--- src/rtl/pipeline_hazard_controller_if.sv ---
// Signal bundle between the pipeline datapath and the hazard controller.
// The slave side is the controller; the master side drives the pipeline status.
interface pipeline_hazard_controller_if #(parameter int CNT_W = 16);
   logic             halt, step;
   logic [4:0]       ID_RA, ID_RB;
   logic             ID_RA_USE, ID_RB_USE, ID_BR;
   logic [4:0]       EX_RD, MEM_RD, WB_RD;
   logic             EX_RF_LE, MEM_RF_LE, WB_RF_LE;
   logic             EX_L, EX_BR_TAKEN, EX_NULL;
   logic             PC_LE, IF_ID_LE, IF_ID_CLR, S, TA_SEL;
   logic [1:0]       FWD_A, FWD_B;
   logic [CNT_W-1:0] STALL_CNT, FLUSH_CNT;
   logic [1:0]       STATE;

   modport slave (
      input  halt, step, ID_RA, ID_RB, ID_RA_USE, ID_RB_USE, ID_BR,
             EX_RD, MEM_RD, WB_RD, EX_RF_LE, MEM_RF_LE, WB_RF_LE,
             EX_L, EX_BR_TAKEN, EX_NULL,
      output PC_LE, IF_ID_LE, IF_ID_CLR, S, TA_SEL, FWD_A, FWD_B,
             STALL_CNT, FLUSH_CNT, STATE
   );

   modport master (
      output halt, step, ID_RA, ID_RB, ID_RA_USE, ID_RB_USE, ID_BR,
             EX_RD, MEM_RD, WB_RD, EX_RF_LE, MEM_RF_LE, WB_RF_LE,
             EX_L, EX_BR_TAKEN, EX_NULL,
      input  PC_LE, IF_ID_LE, IF_ID_CLR, S, TA_SEL, FWD_A, FWD_B,
             STALL_CNT, FLUSH_CNT, STATE
   );
endinterface

--- src/rtl/pipeline_hazard_controller.sv ---
// Five-stage pipeline hazard control: forwarding selects, load-use stall,
// taken-branch squash with delay-slot nullify, halt/step debug FSM, perf counters.
module pipeline_hazard_controller #(
   parameter int CNT_W = 16
) (
   input logic                         clk,
   input logic                         reset,
   pipeline_hazard_controller_if.slave bus
);
   typedef enum logic [1:0] {RUN = 2'b00, HALT = 2'b01, STEP = 2'b10} state_t;

   state_t           state, state_nxt;
   logic             rst_q;
   logic [CNT_W-1:0] stall_cnt, flush_cnt;
   logic [1:0][4:0]  src;
   logic [1:0]       src_use, hit_ld;
   logic [1:0][1:0]  fwd;
   logic             lu, safe, taken;
   logic             pc_le, if_id_le, if_id_clr, s, ta_sel;

   assign src     = {bus.ID_RB, bus.ID_RA};
   assign src_use = {bus.ID_RB_USE, bus.ID_RA_USE};
   assign taken   = bus.EX_BR_TAKEN;

   // Per-operand match logic; a live source is a used, non-r0 register.
   for (genvar i = 0; i < 2; i++) begin : g_opnd
      logic live, m_ex, m_mem, m_wb;
      assign live  = src_use[i] && (src[i] != 5'd0);
      assign m_ex  = live && bus.EX_RF_LE && (bus.EX_RD == src[i]);
      assign m_mem = live && bus.MEM_RF_LE && (bus.MEM_RD == src[i]);
      assign m_wb  = live && bus.WB_RF_LE && (bus.WB_RD == src[i]);
      assign hit_ld[i] = m_ex && bus.EX_L;
      assign fwd[i] = (m_ex && !bus.EX_L) ? 2'b01 :
                      m_mem               ? 2'b10 :
                      m_wb                ? 2'b11 : 2'b00;
   end

   assign lu   = |hit_ld;
   assign safe = !bus.ID_BR && !taken && !lu;

   always_comb begin
      state_nxt = state;
      case (state)
         RUN:     if (bus.halt && safe) state_nxt = HALT;
         HALT:    if (!bus.halt) state_nxt = RUN;
                  else if (bus.step) state_nxt = STEP;
         STEP:    if (safe) state_nxt = HALT;
         default: state_nxt = RUN;
      endcase
   end

   // rst_q keeps outputs forced until the first edge that samples reset high.
   always_comb begin
      pc_le     = 1'b1;
      if_id_le  = 1'b1;
      if_id_clr = 1'b0;
      s         = 1'b0;
      ta_sel    = 1'b0;
      if (!rst_q || state == HALT) begin
         pc_le    = 1'b0;
         if_id_le = 1'b0;
         s        = 1'b1;
      end else if (taken) begin
         ta_sel    = 1'b1;
         if_id_clr = 1'b1;
         s         = bus.EX_NULL;
      end else if (lu) begin
         pc_le    = 1'b0;
         if_id_le = 1'b0;
         s        = 1'b1;
      end
   end

   always_ff @(posedge clk) begin
      rst_q <= reset;
      if (!reset) begin
         state     <= RUN;
         stall_cnt <= '0;
         flush_cnt <= '0;
      end else if (rst_q) begin
         state <= state_nxt;
         if (state != HALT) begin
            if (taken) begin
               if (flush_cnt != '1) flush_cnt <= flush_cnt + CNT_W'(1);
            end else if (lu) begin
               if (stall_cnt != '1) stall_cnt <= stall_cnt + CNT_W'(1);
            end
         end
      end
   end

   assign bus.PC_LE     = pc_le;
   assign bus.IF_ID_LE  = if_id_le;
   assign bus.IF_ID_CLR = if_id_clr;
   assign bus.S         = s;
   assign bus.TA_SEL    = ta_sel;
   assign bus.FWD_A     = rst_q ? fwd[0] : 2'b00;
   assign bus.FWD_B     = rst_q ? fwd[1] : 2'b00;
   assign bus.STALL_CNT = stall_cnt;
   assign bus.FLUSH_CNT = flush_cnt;
   assign bus.STATE     = state;
endmodule

--- src/flat_wrapper.sv ---
// flat-port wrapper written by rule: the top's interface ports become plain ports
module pipeline_hazard_controller_flat 
#(
   parameter int CNT_W = 16
)
  (clk, reset, bus_halt, bus_step, bus_ID_RA, bus_ID_RB, bus_ID_RA_USE, bus_ID_RB_USE, bus_ID_BR, bus_EX_RD, bus_MEM_RD, bus_WB_RD, bus_EX_RF_LE, bus_MEM_RF_LE, bus_WB_RF_LE, bus_EX_L, bus_EX_BR_TAKEN, bus_EX_NULL, bus_PC_LE, bus_IF_ID_LE, bus_IF_ID_CLR, bus_S, bus_TA_SEL, bus_FWD_A, bus_FWD_B, bus_STALL_CNT, bus_FLUSH_CNT, bus_STATE);
  pipeline_hazard_controller_if #(.CNT_W(CNT_W)) bus_i ();
  input logic clk;
  input logic reset;
  input wire logic [$bits(bus_i.halt)-1:0] bus_halt;
  input wire logic [$bits(bus_i.step)-1:0] bus_step;
  input wire logic [$bits(bus_i.ID_RA)-1:0] bus_ID_RA;
  input wire logic [$bits(bus_i.ID_RB)-1:0] bus_ID_RB;
  input wire logic [$bits(bus_i.ID_RA_USE)-1:0] bus_ID_RA_USE;
  input wire logic [$bits(bus_i.ID_RB_USE)-1:0] bus_ID_RB_USE;
  input wire logic [$bits(bus_i.ID_BR)-1:0] bus_ID_BR;
  input wire logic [$bits(bus_i.EX_RD)-1:0] bus_EX_RD;
  input wire logic [$bits(bus_i.MEM_RD)-1:0] bus_MEM_RD;
  input wire logic [$bits(bus_i.WB_RD)-1:0] bus_WB_RD;
  input wire logic [$bits(bus_i.EX_RF_LE)-1:0] bus_EX_RF_LE;
  input wire logic [$bits(bus_i.MEM_RF_LE)-1:0] bus_MEM_RF_LE;
  input wire logic [$bits(bus_i.WB_RF_LE)-1:0] bus_WB_RF_LE;
  input wire logic [$bits(bus_i.EX_L)-1:0] bus_EX_L;
  input wire logic [$bits(bus_i.EX_BR_TAKEN)-1:0] bus_EX_BR_TAKEN;
  input wire logic [$bits(bus_i.EX_NULL)-1:0] bus_EX_NULL;
  output wire logic [$bits(bus_i.PC_LE)-1:0] bus_PC_LE;
  output wire logic [$bits(bus_i.IF_ID_LE)-1:0] bus_IF_ID_LE;
  output wire logic [$bits(bus_i.IF_ID_CLR)-1:0] bus_IF_ID_CLR;
  output wire logic [$bits(bus_i.S)-1:0] bus_S;
  output wire logic [$bits(bus_i.TA_SEL)-1:0] bus_TA_SEL;
  output wire logic [$bits(bus_i.FWD_A)-1:0] bus_FWD_A;
  output wire logic [$bits(bus_i.FWD_B)-1:0] bus_FWD_B;
  output wire logic [$bits(bus_i.STALL_CNT)-1:0] bus_STALL_CNT;
  output wire logic [$bits(bus_i.FLUSH_CNT)-1:0] bus_FLUSH_CNT;
  output wire logic [$bits(bus_i.STATE)-1:0] bus_STATE;
  assign bus_i.halt = bus_halt;
  assign bus_i.step = bus_step;
  assign bus_i.ID_RA = bus_ID_RA;
  assign bus_i.ID_RB = bus_ID_RB;
  assign bus_i.ID_RA_USE = bus_ID_RA_USE;
  assign bus_i.ID_RB_USE = bus_ID_RB_USE;
  assign bus_i.ID_BR = bus_ID_BR;
  assign bus_i.EX_RD = bus_EX_RD;
  assign bus_i.MEM_RD = bus_MEM_RD;
  assign bus_i.WB_RD = bus_WB_RD;
  assign bus_i.EX_RF_LE = bus_EX_RF_LE;
  assign bus_i.MEM_RF_LE = bus_MEM_RF_LE;
  assign bus_i.WB_RF_LE = bus_WB_RF_LE;
  assign bus_i.EX_L = bus_EX_L;
  assign bus_i.EX_BR_TAKEN = bus_EX_BR_TAKEN;
  assign bus_i.EX_NULL = bus_EX_NULL;
  assign bus_PC_LE = bus_i.PC_LE;
  assign bus_IF_ID_LE = bus_i.IF_ID_LE;
  assign bus_IF_ID_CLR = bus_i.IF_ID_CLR;
  assign bus_S = bus_i.S;
  assign bus_TA_SEL = bus_i.TA_SEL;
  assign bus_FWD_A = bus_i.FWD_A;
  assign bus_FWD_B = bus_i.FWD_B;
  assign bus_STALL_CNT = bus_i.STALL_CNT;
  assign bus_FLUSH_CNT = bus_i.FLUSH_CNT;
  assign bus_STATE = bus_i.STATE;
  pipeline_hazard_controller #(.CNT_W(CNT_W)) u_core (.clk(clk), .reset(reset), .bus(bus_i));
endmodule
--- config.mk ---
export PLATFORM = sky130hd
export DESIGN_NAME = pipeline_hazard_controller_flat
export DESIGN_NICKNAME = d
export VERILOG_FILES = /design/src/rtl/pipeline_hazard_controller_if.sv /design/src/rtl/pipeline_hazard_controller.sv /design/src/flat_wrapper.sv
export SDC_FILE = /design/constraint.sdc
export NUM_CORES = 1
export LEC_CHECK = 0
export ABC_AREA = 1
export BUFFER_PORTS_ARGS = -buffer_cell sky130_fd_sc_hd__buf_4
export CAP_MARGIN = 40
export CORE_MARGIN = 2
export CORE_UTILIZATION = 47
export CTS_CLUSTER_DIAMETER = 200
export DETAILED_ROUTE_END_ITERATION = 10
export MAX_ROUTING_LAYER = met4
export PLACE_DENSITY = 0.77
export SLEW_MARGIN = 20
export SYNTH_ARGS = -nofsm -noshare
export SYNTH_HDL_FRONTEND = slang
export SYNTH_SLANG_ARGS = --single-unit
export TNS_END_PERCENT = 20
--- constraint.sdc ---
create_clock -name clk -period 1.5 [get_ports clk]
set_input_delay 0.15 -clock clk [delete_from_list [all_inputs] [get_ports clk]]
set_output_delay 0.15 -clock clk [all_outputs]
set_load 0.02 [all_outputs]
==> results of run 1 <==
[placed cells by master (no fill, tap or decap), types with 6 or more instances in the layout]
cell	synthesis	layout
dfxtp_4	0	6
nand4_1	17	17
nor3_1	12	7
dfxtp_2	0	13
inv_2	13	15
nor2_1	53	48
inv_1	49	46
nand4_2	7	7
nand3_1	19	15
buf_6	2	7
nand2_2	8	10
xor2_1	15	15
nor2_4	3	9
nand2_1	92	89
nor2_2	12	11
dfxtp_1	35	16
buf_4	3	128
a21oi_1	18	14
[final cells by class]
cell class | instances | area (um2) | share of cell area (%)
well taps | 70 | 87.6 | 2.20
clock inverters | 2 | 12.5 | 0.314
flip-flops and latches | 35 | 739 | 18.6
clock buffers | 6 | 72.6 | 1.82
repair inverters | 1 | 5.00 | 0.126
multi-input cells | 297 | 1780 | 44.8
inverters | 62 | 240 | 6.04
repair buffers | 135 | 1040 | 26.1
[power by group]
part / internal (mW) / total (mW) / switching, mW
registers: 0.930 / 0.939 / 0.00887
clock network: 0.325 / 0.681 / 0.356
logic: 0.207 / 0.455 / 0.248
[cells by family (layout without fill, tap and decap cells)]
group                    count (synthesis)  count (layout)  share of synthesized area (%)
AO/OA/AOI/OAI                           42              42                           9.36
XOR/XNOR                                19              19                           6.45
adder cells (fa/ha/maj)                  2               2                          0.970
buffers and inverters                   71             206                           11.9
flip-flops                              35              35                           27.2
AND/OR/NAND/NOR                        234             234                           44.2
[synth_stat cells, drive strengths merged]
library cell / count / area [um2]
nor3: 14 / 80.1
a211oi: 4 / 30.0
a41oi: 1 / 8.76
o21ai: 10 / 50.0
dfxtp: 35 / 701
xnor2: 4 / 35.0
inv: 62 / 233
a31oi: 3 / 18.8
a21oi: 19 / 98.9
xor2: 15 / 131
o22ai: 2 / 12.5
nand2: 101 / 407
clkbuf: 1 / 3.75
o211ai: 2 / 15.0
nor2: 68 / 308
buf: 8 / 70.1
nand4: 24 / 194
nand3: 20 / 105
ha: 2 / 25.0
o21a: 1 / 7.51
or2: 2 / 12.5
nor4: 3 / 18.8
nor3b: 2 / 15.0
[worst min-delay path, delay by kind of cell]
family                 cells  cell delay [ns]
AO/OA/AOI/OAI              1             0.07
buffers and inverters      1             0.15
AND/OR/NAND/NOR            1             0.05
[final timing paths]
path                                           endpoint  slack (ns)                             startpoint  cells after the start
setup / recovery  u_core.bus.STALL_CNT[14]$_SDFFE_PN0P_       -0.06   u_core.bus.STALL_CNT[1]$_SDFFE_PN0P_                     11
hold / removal    u_core.bus.FLUSH_CNT[12]$_SDFFE_PN0P_        0.17                                  reset                      3
setup reg to reg  u_core.bus.STALL_CNT[14]$_SDFFE_PN0P_       -0.06   u_core.bus.STALL_CNT[1]$_SDFFE_PN0P_                     11
hold reg to reg   u_core.bus.FLUSH_CNT[15]$_SDFFE_PN0P_        0.52  u_core.bus.FLUSH_CNT[15]$_SDFFE_PN0P_                      2
[sequential cells by signal, indices dropped and copies added (netlist names)]
signal	count
u_core.bus.STATE	2
u_core.bus.STALL_CNT	16
u_core.rst_q	1
u_core.bus.FLUSH_CNT	16
[layer usage]
| metal | vias up | routed length (um) |
|---|---|---|
| li1 | 1571 | - |
| met1 | 1377 | 3470 |
| met2 | 93 | 3820 |
| met3 | 6 | 427 |
| met4 | 0 | 53 |
| met5 | - | 0 |
[stage by stage]
| step | cells | total power, mW | TNS [ns] | hold WS [ns] | worst slack [ns] |
|---|---|---|---|---|---|
| 2_1_floorplan | 403 | 1.18 | -0.568 | 0.178 | -0.0517 |
| 3_3_place_gp | 592 | 1.36 | -1.13 | 0.442 | -0.190 |
| 3_5_place_dp | 592 | 1.37 | -2.08 | 0.445 | -0.270 |
| 4_1_cts | 603 | 2.06 | -0.190 | 0.141 | -0.0455 |
| 5_1_grt | 608 | 2.17 | -3.41 | 0.168 | -0.180 |
| 6_report | 608 | 2.07 | -0.584 | 0.171 | -0.0579 |
[timing repair]
item,4_1_cts,5_1_grt
pin swaps,9,26
buffers inserted,3,4
setup endpoints to repair,21,37
cloned,0,1
gates resized for setup,7,40
hold buffers,0,0
==> impl_metrics.env, run 1 <==
export IMPL_status="finished with violations"
export IMPL_final_hold_viol_count=0
export IMPL_critPathTopFamily="simple AND/OR/NAND/NOR gates"
export IMPL_cts_buffers=5
export IMPL_finalNetCount=577
export IMPL_grt_start_max_net_pins=18
export IMPL_start_util_pct=49.6
export IMPL_path_buf_inv=1
export IMPL_final_setup_viol_count=20
export IMPL_die_area_um2=6100
export IMPL_maxSlewViolCount=0
export IMPL_period_share_pct=104
export IMPL_postLayoutCellArea_um2=3980
export IMPL_ir_worst_vdd_uv=396
export IMPL_place_gp_congestion=0.907
export IMPL_placementRows=26
export IMPL_cts_tree="yes"
export IMPL_antenna_found_initial=0
export IMPL_synth_cell_types=36
export IMPL_seq_area_frac_synth_pct=27.2
export IMPL_p_leak_nw=1.90
export IMPL_drc=0
export IMPL_crit_chain="ha_4, nand2_4, nor3_4, nand3_2, nor2_4, nor2_4, buf_6, nand4_1, nand2_1, nand2_1, nor2_1"
export IMPL_setup_ws_ns=-0.0579
export IMPL_ant_nets=0
export IMPL_port_buffers=80
export IMPL_syn_inst=403
export IMPL_clock_sinks=35
export IMPL_dr_pass1_iters=4
export IMPL_area_growth_syn_to_layout_pct=54.2
export IMPL_clockBufferDepth=2
export IMPL_nFillCells=388
export IMPL_syn_num_nets=443
export IMPL_grtUsageTotal_pct=25.1
export IMPL_max_cap_viol_count=0
export IMPL_drt_iter0_drc=198
export IMPL_met2_usage_pct=40.6
export IMPL_p_per_area_nw_per_um2=521
export IMPL_top_usage_layer="met2"
export IMPL_cts_root_buf="clkbuf_8"
export IMPL_critical_path_class="flip-flop to flip-flop"
export IMPL_endpoint_kind="flip-flop"
export IMPL_ys_warn_count=0
export IMPL_hold_path_class="primary input to flip-flop"
export IMPL_dpl_hpwl_mm=5.71
export IMPL_min_period_ns=1.56
export IMPL_htree_levels=2
export IMPL_drive_gt1_share_pct=45.4
export IMPL_slew_headroom_pct=71.3
export IMPL_clk_pin_slew_worst_paths_ns=0.08
export IMPL_die_y_um=78.1
export IMPL_via_per_inst=5.01
export IMPL_max_freq_mhz=642
export IMPL_wl_per_cell_um=12.8
export IMPL_grt_pass1_wl_mm=12.1
export IMPL_die_width_um=78.1
export IMPL_critPathMaxFanout=6
export IMPL_design_core_area_um2=5200
export IMPL_syn_cell_area_um2=2580
export IMPL_grt_overflow=0
export IMPL_syn_avg_cell_area_um2=6.40
export IMPL_fin_skew_ns=0.00926
export IMPL_worstMarginPinSlew_ns=0.430
export IMPL_clock_latency_ns=0.29
export IMPL_arrival_ns=1.75
export IMPL_wirelength_mm=7.77
export IMPL_worst_path_max_delay_cell="dfxtp_4"
export IMPL_grtUsageMet3_pct=3.68
export IMPL_worstSetupStartpointType="flip-flop"
export IMPL_ys_seq_elements=35
export IMPL_slowest_delay_ns=0.36
export IMPL_num_antenna_cells=0
export IMPL_use_met1_pct=32.8
export IMPL_violations="negative setup slack"
export IMPL_io_pins=81
export IMPL_dr_total_vias=3047
export IMPL_grt_pass1_vias=2699
export IMPL_critPathRequiredTime_ns=1.69
export IMPL_final_util_pct=76.4
export IMPL_place_area_um2=3650
export IMPL_grt_setup_unrepaired="yes"
Note: power is estimated with default switching activity, not from simulation.
==> run 2, diff against run 1 <==
CTS_BUF_LIST = sky130_fd_sc_hd__clkbuf_16   (was default)
==> run 2 against run 1 <==
The flow still finishes with violations (negative setup slack); combinational power shrank 6.2%; sequential share of layout area increased by 0.15 points; power grew 14%; global-route usage increased by 1.0 points.
==> impl_metrics.env, run 2 (synthesis results as in run 1) <==
export IMPL_arrival_ns=1.81
export IMPL_clkPwrFrac_pct=42.3
export IMPL_maxSlewViolCount=0
export IMPL_finalNetCount=574
export IMPL_endpoint_kind="flip-flop"
export IMPL_start_util_pct=49.6
export IMPL_switching_power_uw=641
export IMPL_share_comb_of_total_power_pct=18.0
export IMPL_place_area_um2=3650
export IMPL_ant_nets=0
export IMPL_cts_tree="yes"
export IMPL_min_period_ns=1.63
export IMPL_status="finished with violations"
export IMPL_drive_gt1_share_pct=42.4
export IMPL_dpl_hpwl_mm=5.71
export IMPL_critical_path_class="flip-flop to flip-flop"
export IMPL_worstSetupStartpointType="flip-flop"
export IMPL_area_growth_syn_to_layout_pct=52.0
export IMPL_htree_levels=2
export IMPL_grt_overflow=0
export IMPL_clock_latency_ns=0.28
export IMPL_fin_setup_tns_ns=-1.58
export IMPL_fin_skew_ns=0.00538
export IMPL_postLayoutCellArea_um2=3920
export IMPL_period_share_pct=109
export IMPL_grt_setup_unrepaired="yes"
export IMPL_num_antenna_cells=0
export IMPL_critPathRequiredTime_ns=1.67
export IMPL_nFillCells=403
export IMPL_p_total_mw=2.37
export IMPL_critPathMaxFanout=7
export IMPL_final_common_cell="buf_4"
export IMPL_multi_input_area_um2=1710
export IMPL_worstMarginPinSlew_ns=0.417
export IMPL_holdBufCountCts=0
export IMPL_wirelength_mm=7.66
export IMPL_p_leak_nw=1.90
export IMPL_dr_pass1_iters=4
export IMPL_grtUsageTotal_pct=26.1
export IMPL_grt_start_max_net_pins=18
export IMPL_drt_iter0_drc=138
export IMPL_grt_pass1_wl_mm=12.5
export IMPL_dr_total_vias=3018
export IMPL_via_per_inst=4.99
export IMPL_p_per_area_nw_per_um2=605
export IMPL_slew_headroom_pct=72.2
export IMPL_setup_ws_ns=-0.131
export IMPL_clk_pin_slew_worst_paths_ns=0.06
export IMPL_cts_buffers=5
export IMPL_port_buffers=80
export IMPL_dp_cells=592
export IMPL_final_setup_viol_count=16
export IMPL_drc=0
export IMPL_grt_pass1_vias=2804
export IMPL_p_int_mw=1.73
export IMPL_seqPwrFrac_pct=39.7
export IMPL_clockBufferDepth=2
export IMPL_final_hold_viol_count=0
export IMPL_die_y_um=78.1
export IMPL_clock_sinks=35
export IMPL_seq_area_um2=734
export IMPL_die_width_um=78.1
export IMPL_max_freq_mhz=613
export IMPL_fin_cells=605
export IMPL_io_pins=81
export IMPL_ir_worst_vdd_uv=417
export IMPL_layout_common_cells="130 x buf_4, 89 x nand2_1, 49 x inv_1, 49 x nor2_1, 20 x dfxtp_1"
export IMPL_place_gp_congestion=0.907
export IMPL_hold_path_class="primary input to flip-flop"
export IMPL_design_core_area_um2=5200
export IMPL_cts_root_buf="clkbuf_16"
export IMPL_antenna_found_initial=0
export IMPL_hold_slack_ns=0.156
export IMPL_p_sw_share_pct=27.1
export IMPL_violations="negative setup slack"
export IMPL_max_cap_viol_count=0
export IMPL_wl_per_cell_um=12.7
export IMPL_die_area_um2=6100
export IMPL_placementRows=26
==> run 2: path summary, 6_finish.rpt <==
check                                       startpoint                                     to  slack, ns  cells after the start
setup / recovery  u_core.bus.STALL_CNT[0]$_SDFFE_PN0P_   u_core.bus.STALL_CNT[9]$_SDFFE_PN0P_      -0.13                     11
hold / removal                                   reset  u_core.bus.FLUSH_CNT[10]$_SDFFE_PN0P_       0.16                      3
setup reg to reg  u_core.bus.STALL_CNT[0]$_SDFFE_PN0P_   u_core.bus.STALL_CNT[9]$_SDFFE_PN0P_      -0.13                     11
hold reg to reg   u_core.bus.FLUSH_CNT[0]$_SDFFE_PN0P_   u_core.bus.FLUSH_CNT[0]$_SDFFE_PN0P_       0.48                      1
==> run 2: power by group through the flow <==
stage / clock network, mW / logic [mW] / registers (mW)
finish: 1.00 / 0.427 / 0.940
global route: 1.06 / 0.465 / 0.941
floorplan: 0 / 0.211 / 0.969
global placement: 0 / 0.400 / 0.960
detailed placement: 0 / 0.406 / 0.960
CTS: 1.03 / 0.417 / 0.940
==> run 2: repair_timing <==
item | in CTS | in global routing
gates resized for setup | 7 | 14
hold endpoints to repair | 0 | 0
setup buffers | 4 | 1
setup endpoints to repair | 20 | 35
pin swaps | 10 | 14
==> run 2: area by class of cell <==
class	instances	share of cell area [%]
multi-input cells	297	43.7
well taps	70	2.23
clock buffers	5	3.19
repair buffers	133	25.7
flip-flops and latches	35	18.7
inverters	62	6.00
clock inverters	3	0.415
==> run 2: critical path, cell delays in order, from the launching register on <==
cell and delay (ns):
dfxtp_4 0.35, ha_4 0.14, nand2_4 0.06, nor3_4 0.23, nand3_2 0.14, nor2_4 0.13
nor2_4 0.06, buf_6 0.14, nand4_2 0.10, nand2_1 0.06, nand2_1 0.07, nor2_2 0.04
==> run 2: metrics by stage <==
step | setup slack (ns) | util, %
CTS | -0.0624 | 74.0
global placement | -0.190 | 70.2
floorplan | -0.0517 | -
finish | -0.131 | 75.3
detailed placement | -0.270 | 70.2
global route | -0.253 | 75.3
==> run 2: routing by layer <==
layer	track usage (%)	vias to the layer above	wire length, um
met1	33.0	1350	3440
li1	-	1563	-
met2	43.2	93	3670
met5	-	-	0
met3	4.37	12	444
met4	7.89	0	112
